--- src/rtl/coeff_loader.sv ---
// -----------------------------------------------------------------------------
// coeff_loader
//
// Writer side of the packed coefficient bus read by the filter's coefficient
// selector. Coefficients arrive one per transfer on a valid/ready stream and
// are packed into a shadow register. After the last tap is accepted, the whole
// shadow register is copied to o_coeffs in a single cycle. The filter
// therefore keeps the previous set for the whole reload and never sees a
// partial set.
//
// Optional feature (macro COEFF_LOADER_CHECKSUM_EN):
//   Adds o_checksum, which is the sum (mod 2^COEFF_BITS) of the committed set.
//
// Ports:
//   clk            in   single clock, all state on the rising edge
//   rst_n          in   asynchronous active-low reset
//   i_start        in   one-cycle pulse that begins or restarts a load
//   i_coeff_valid  in   i_coeff carries a coefficient
//   i_coeff        in   signed coefficient, presented in tap order 0,1,2,...
//   o_coeff_ready  out  the loader accepts a coefficient this cycle
//   o_coeffs       out  active packed set, tap k at [k*COEFF_BITS +: COEFF_BITS]
//   o_coeffs_valid out  high once at least one full set has been committed
//   o_commit       out  one-cycle pulse in the cycle o_coeffs takes the new set
//   o_busy         out  high in LOAD and COMMIT
//   o_load_count   out  number of taps accepted in the current load
//   dbg_state      out  current FSM state (0 IDLE, 1 LOAD, 2 COMMIT)
//   o_checksum     out  (only with COEFF_LOADER_CHECKSUM_EN) checksum of the set
//
// Handshake: a coefficient transfers on a rising edge where i_coeff_valid and
// o_coeff_ready are both high. o_coeff_ready depends only on the state and
// never on i_coeff_valid. The producer may hold i_coeff_valid low for any
// number of cycles.
// -----------------------------------------------------------------------------
module coeff_loader #(
  parameter int NUMBER_OF_TAPS = 64,
  parameter int COEFF_BITS     = 16,
  localparam int COUNTER_BITS  = $clog2(NUMBER_OF_TAPS)
) (
  input  logic                                 clk,
  input  logic                                 rst_n,
  input  logic                                 i_start,
  input  logic                                 i_coeff_valid,
  input  logic [COEFF_BITS-1:0]                i_coeff,
  output logic                                 o_coeff_ready,
  output logic [COEFF_BITS*NUMBER_OF_TAPS-1:0] o_coeffs,
  output logic                                 o_coeffs_valid,
  output logic                                 o_commit,
  output logic                                 o_busy,
  output logic [COUNTER_BITS-1:0]              o_load_count,
`ifdef COEFF_LOADER_CHECKSUM_EN
  output logic [COEFF_BITS-1:0]                o_checksum,
`endif
  output logic [1:0]                           dbg_state
);

  typedef enum logic [1:0] {
    IDLE   = 2'd0,
    LOAD   = 2'd1,
    COMMIT = 2'd2
  } state_t;

  // The load index wraps at NUMBER_OF_TAPS-1, not at the counter's natural
  // wrap point, so tap counts that are not a power of two also work.
  localparam logic [COUNTER_BITS-1:0] LAST_IDX = COUNTER_BITS'(NUMBER_OF_TAPS - 1);

  state_t                                 state;
  logic [COEFF_BITS*NUMBER_OF_TAPS-1:0]   shadow;
  logic [COUNTER_BITS-1:0]                load_count;
  logic [COEFF_BITS*NUMBER_OF_TAPS-1:0]   coeffs;
  logic                                   coeffs_valid;
  logic                                   commit_q;
  logic                                   busy_q;
`ifdef COEFF_LOADER_CHECKSUM_EN
  logic [COEFF_BITS-1:0]                  sum_acc;
  logic [COEFF_BITS-1:0]                  checksum_q;
`endif

  always_ff @(posedge clk or negedge rst_n) begin
    if (!rst_n) begin
      state        <= IDLE;
      shadow       <= '0;
      load_count   <= '0;
      coeffs       <= '0;
      coeffs_valid <= 1'b0;
      commit_q     <= 1'b0;
      busy_q       <= 1'b0;
`ifdef COEFF_LOADER_CHECKSUM_EN
      sum_acc      <= '0;
      checksum_q   <= '0;
`endif
    end else begin
      commit_q <= 1'b0;
      case (state)
        IDLE: begin
          // Coefficients presented in IDLE are ignored.
          if (i_start) begin
            state      <= LOAD;
            load_count <= '0;
            busy_q     <= 1'b1;
`ifdef COEFF_LOADER_CHECKSUM_EN
            sum_acc    <= '0;
`endif
          end
        end

        LOAD: begin
          if (i_start) begin
            // A restart takes priority over a coincident transfer. The old
            // shadow content is left in place because every slice is written
            // again before the next commit.
            load_count <= '0;
`ifdef COEFF_LOADER_CHECKSUM_EN
            sum_acc    <= '0;
`endif
          end else if (i_coeff_valid) begin
            shadow[int'(load_count)*COEFF_BITS +: COEFF_BITS] <= i_coeff;
`ifdef COEFF_LOADER_CHECKSUM_EN
            sum_acc <= sum_acc + i_coeff;
`endif
            if (load_count == LAST_IDX) begin
              load_count <= '0;
              state      <= COMMIT;
              // Registered so that the pulse lines up with the COMMIT cycle.
              commit_q   <= 1'b1;
            end else begin
              load_count <= load_count + 1'b1;
            end
          end
        end

        COMMIT: begin
          // The whole set is copied in one cycle. i_start is ignored here.
          coeffs       <= shadow;
          coeffs_valid <= 1'b1;
          state        <= IDLE;
          busy_q       <= 1'b0;
`ifdef COEFF_LOADER_CHECKSUM_EN
          checksum_q   <= sum_acc;
`endif
        end

        default: begin
          state  <= IDLE;
          busy_q <= 1'b0;
        end
      endcase
    end
  end

  assign o_coeff_ready  = (state == LOAD);
  assign o_coeffs       = coeffs;
  assign o_coeffs_valid = coeffs_valid;
  assign o_commit       = commit_q;
  assign o_busy         = busy_q;
  assign o_load_count   = load_count;
  assign dbg_state      = state;
`ifdef COEFF_LOADER_CHECKSUM_EN
  assign o_checksum     = checksum_q;
`endif

endmodule

--- config.mk ---
export PLATFORM = sky130hd
export DESIGN_NAME = coeff_loader
export DESIGN_NICKNAME = d
export VERILOG_FILES = /design/src/rtl/coeff_loader.sv
export SDC_FILE = /design/constraint.sdc
export NUM_CORES = 2
export LEC_CHECK = 0
export BUFFER_PORTS_ARGS = -buffer_cell sky130_fd_sc_hd__clkbuf_2
export CAP_MARGIN = 30
export CORE_MARGIN = 10
export CORE_UTILIZATION = 40
export DETAILED_ROUTE_END_ITERATION = 6
export PLACE_DENSITY = 0.63
export SETUP_SLACK_MARGIN = 0.5
export SYNTH_ARGS = -nofsm -noshare
export SYNTH_HDL_FRONTEND = slang
export SYNTH_SLANG_ARGS = --single-unit
--- constraint.sdc ---
create_clock -name clk -period 4.4 [get_ports clk]
set_clock_uncertainty 0.1 [all_clocks]
set_input_delay 0.88 -clock clk [delete_from_list [all_inputs] [get_ports clk]]
set_output_delay 0.88 -clock clk [all_outputs]
set_load 0.05 [all_outputs]
==> impl_metrics.csv <==
group,metric,value,unit
place,dp_hpwl,191900,um
place,port-buffer-count,1055,
synth,yosys.cell_types.count,57,
sta,slew_headroom,0.1257,
clock_tree,max-clock-path-buffers,3,
place,place_inst,8923,
sta,rsz0062_at_grt,"yes",
worst_setup_path,crit_fanout,16,
floorplan,die_h,462.4,um
global_route,antenna_found_initial,12,
pwr,finalPower,0.03887,W
sta,max_freq,258.2,MHz
clock_tree,htreeDepth,4,
min_path,hp-class,"primary input to flip-flop",
floorplan,design.die.area,213800,um^2
worst_setup_path,endpoint_kind,"flip-flop",
clock_tree,root_buffer,"clkbuf_16",
sta,setup_viol,0,
synth,synthesis.nets,5407,
clock_tree,cts_tree,"done",
floorplan,num_rows,162,
final_layout,nets,6538,
worst_setup_path,cp.arrival,4.50,ns
worst_setup_path,cp-start-kind,"flip-flop",
final_layout,n_fill_cell,17050,
sta,tightest_slew,1.305,ns
global_route,grt_max_degree,112,
synth,synth_top_area_share,0.6582,
detailed_routing,vias,49020,
synth,synthTopCellsByArea,"dfrtp_1 66%, mux2_2 24%, nand2_1 2.7%",
synth,synth_top_area_cell,"dfrtp_1",
status,status,"complete, no violations",
detailed_routing,postRouteAntennaNets,0,
floorplan,core,194800,um^2
pwr,pwr_density_cell,409.7,nW/um^2
final_layout,syn2layout_area_growth,21.18,%
synth,syn_area,78290,um^2
detailed_routing,route.detailed.drc,0,
synth,synth_edf_count,0,
detailed_routing,drt_wl_total,266100,um
pwr,irDropWorstVdd,0.4555,mV
clock_tree,clk_pin_slew,0.06,ns
synth,synth_most_common_cell,"dfrtp_1",
clock_tree,insertion_delay,0.87,ns
synth,synth-seq-area-share,0.6582,
place,routabilityCongestion,0.8495,
worst_setup_path,critical_path_required,5.03,ns
synth,ys_warn_count,0,
global_route,grt_pass1_vias,51190,
flow_run,max_cap_violations,0,
sta,finalHoldViolCount,0,
global_route,gr-total-overflow,0,
detailed_routing,wire_per_inst,28.61,um
global_route,grt_pass1_wl,382700,um
floorplan,ioPinCount,1056,
clock_tree,cts.sinks,2059,
final_layout,layout.cells.non_filler,9304,
detailed_routing,viasPerCell,5.268,
global_route,grtUsageTotal,0.2429,
floorplan,die_x,462.4,um
pwr,leakagePower,49.45,nW
synth,ys_async_sr_fraction,1.000,
worst_setup_path,worstSetupPathType,"flip-flop to flip-flop",
clock_tree,cts_buffers,206,
floorplan,start_util,0.4019,
sta,min_period_over_period,0.8801,
sta,slew_viol_final,0,
detailed_routing,drt-initial-drc-count,3147,
final_layout,layout-drive-gt1-share,0.4939,
detailed_routing,dr.pass1.iters,7,
synth,synthFlopType,"dfrtp_1",
synth,synth_cells,5384,
synth,synth_commonest_cells,"2059 x dfrtp_1, 1641 x mux2_2, 556 x nand2_1, 276 x clkbuf_1, 271 x o31ai_1",
synth,ys_ff_latch,2059,
synth,syn_area_per_cell,14.54,um^2
sta,min_period,3.872,ns
==> sequential cells by signal, indices dropped and copies added, names as in the netlist <==
| name | flops |
|---|---|
| o_coeffs_valid | 1 |
| o_busy | 1 |
| o_load_count | 6 |
| o_coeffs | 1024 |
| o_commit | 1 |
| shadow | 1024 |
| dbg_state | 2 |
==> stage by stage <==
| stage | setup TNS [ns] | utilization | instance area (um^2) | hold slack, ns | setup slack (ns) |
|---|---|---|---|---|---|
| after CTS | 0 | 0.4862 | 94720 | 0.1487 | 0.5034 |
| after global placement | -7.179 | 0.4503 | 87710 | 0.3537 | -0.1925 |
| after detailed placement | 0 | 0.4506 | 87770 | 0.3586 | 0.2620 |
| after floorplan | 0 | - | 78290 | 0.3446 | 0.6707 |
| final | 0 | 0.4870 | 94870 | 0.2445 | 0.5276 |
| after global routing | 0 | 0.4870 | 94870 | 0.2368 | 0.3327 |
==> cells in the final DEF (no fill, tap or decap), types with 5 or more instances in the layout <==
master,synthesis,layout
dfrtp_1,2059,2059
inv_6,0,5
nor2_1,166,155
buf_12,0,41
nand3_1,80,75
nand2_2,8,6
nand3_4,0,10
nor2_4,1,7
clkbuf_1,276,52
clkbuf_2,0,1053
nor2_2,4,9
o211ai_1,6,6
o2111ai_2,0,5
nor3_1,6,6
buf_4,9,164
nand4_1,12,12
mux2_2,1641,1641
a21oi_1,6,5
clkinv_2,0,30
clkbuf_8,0,46
inv_1,6,6
o31ai_1,271,271
clkbuf_16,0,208
nand2_1,556,554
bufinv_16,0,12
clkinvlp_4,0,8
o21ai_0,143,143
==> kinds of logic after synthesis <==
| group | after synthesis | synth area share |
|---|---|---|
| compound gates | 460 | 0.04056 |
| xor+xnor | 7 | 0.0008791 |
| fa+ha+maj | 3 | 0.0004795 |
| buf+inv | 347 | 0.01798 |
| flops | 2059 | 0.6582 |
| mux | 1641 | 0.2360 |
| simple gates | 867 | 0.04590 |
==> worst paths after layout <==
check                                       end  slack (ns)       startpoint  cells past startpoint
min in group asynchronous         o_coeffs[798]        0.63            rst_n                      2
worst max-delay path                shadow[813]        0.53  o_load_count[1]                      7
max in group asynchronous         o_coeffs[194]        2.28            rst_n                      4
worst min register to register    o_coeffs[323]        0.37      shadow[323]                      1
worst min-delay path            o_load_count[3]        0.24          i_start                      2
worst max register to register      shadow[813]        0.53  o_load_count[1]                      7
==> cell type report <==
| type | count | area [um^2] | area share |
|---|---|---|---|
| antenna | 1 | 2.502 | 0.00002638 |
| clock buffer | 306 | 6033 | 0.06360 |
| clock inverter | 66 | 842.1 | 0.008876 |
| sequential | 2059 | 51520 | 0.5431 |
| multi-input combinational | 2979 | 25770 | 0.2717 |
| tap | 2624 | 3283 | 0.03461 |
| inverter | 6 | 22.52 | 0.0002374 |
| timing repair buffer | 1263 | 7387 | 0.07787 |
==> worst max-delay path, cell delays in order, from the launching register on <==
cell and delay, ns:
dfrtp_1 0.59, inv_1 0.24, ha_1 0.62, inv_1 0.26, a211oi_4 0.58, and2_0 0.54, nand3_4 0.37, mux2_2 0.40
==> report_power, final <==
| part | internal (W) | total, W | switching (W) | leakage, nW |
|---|---|---|---|---|
| sequential | 0.0190 | 0.0191 | 0.0000515 | 28.8 |
| combinational | 0.000352 | 0.00204 | 0.00169 | 17.3 |
| clock | 0.0102 | 0.0178 | 0.00755 | 3.36 |
| total | 0.0296 | 0.0389 | 0.00929 | 49.5 |
==> metal layers <==
metal | wire length (um) | share of wire | track usage | vias up
li1 | - | - | - | 21220
met2 | 126300 | 0.47 | 0.3960 | 1538
met3 | 23180 | 0.087 | 0.08541 | 354
met5 | 0 | 0 | 0 | -
met4 | 10640 | 0.040 | 0.08848 | 0
met1 | 106000 | 0.40 | 0.2976 | 25910
==> timing repair <==
item,CTS,global route
gates cloned,0,1
pin swaps,0,4
gates resized for setup,9,12
endpoints found under the setup margin,149,341
hold buffers,1,0
endpoints found under the hold margin,8,0
setup buffers,0,5
No activity file was read; power rests on OpenSTA's default activity.
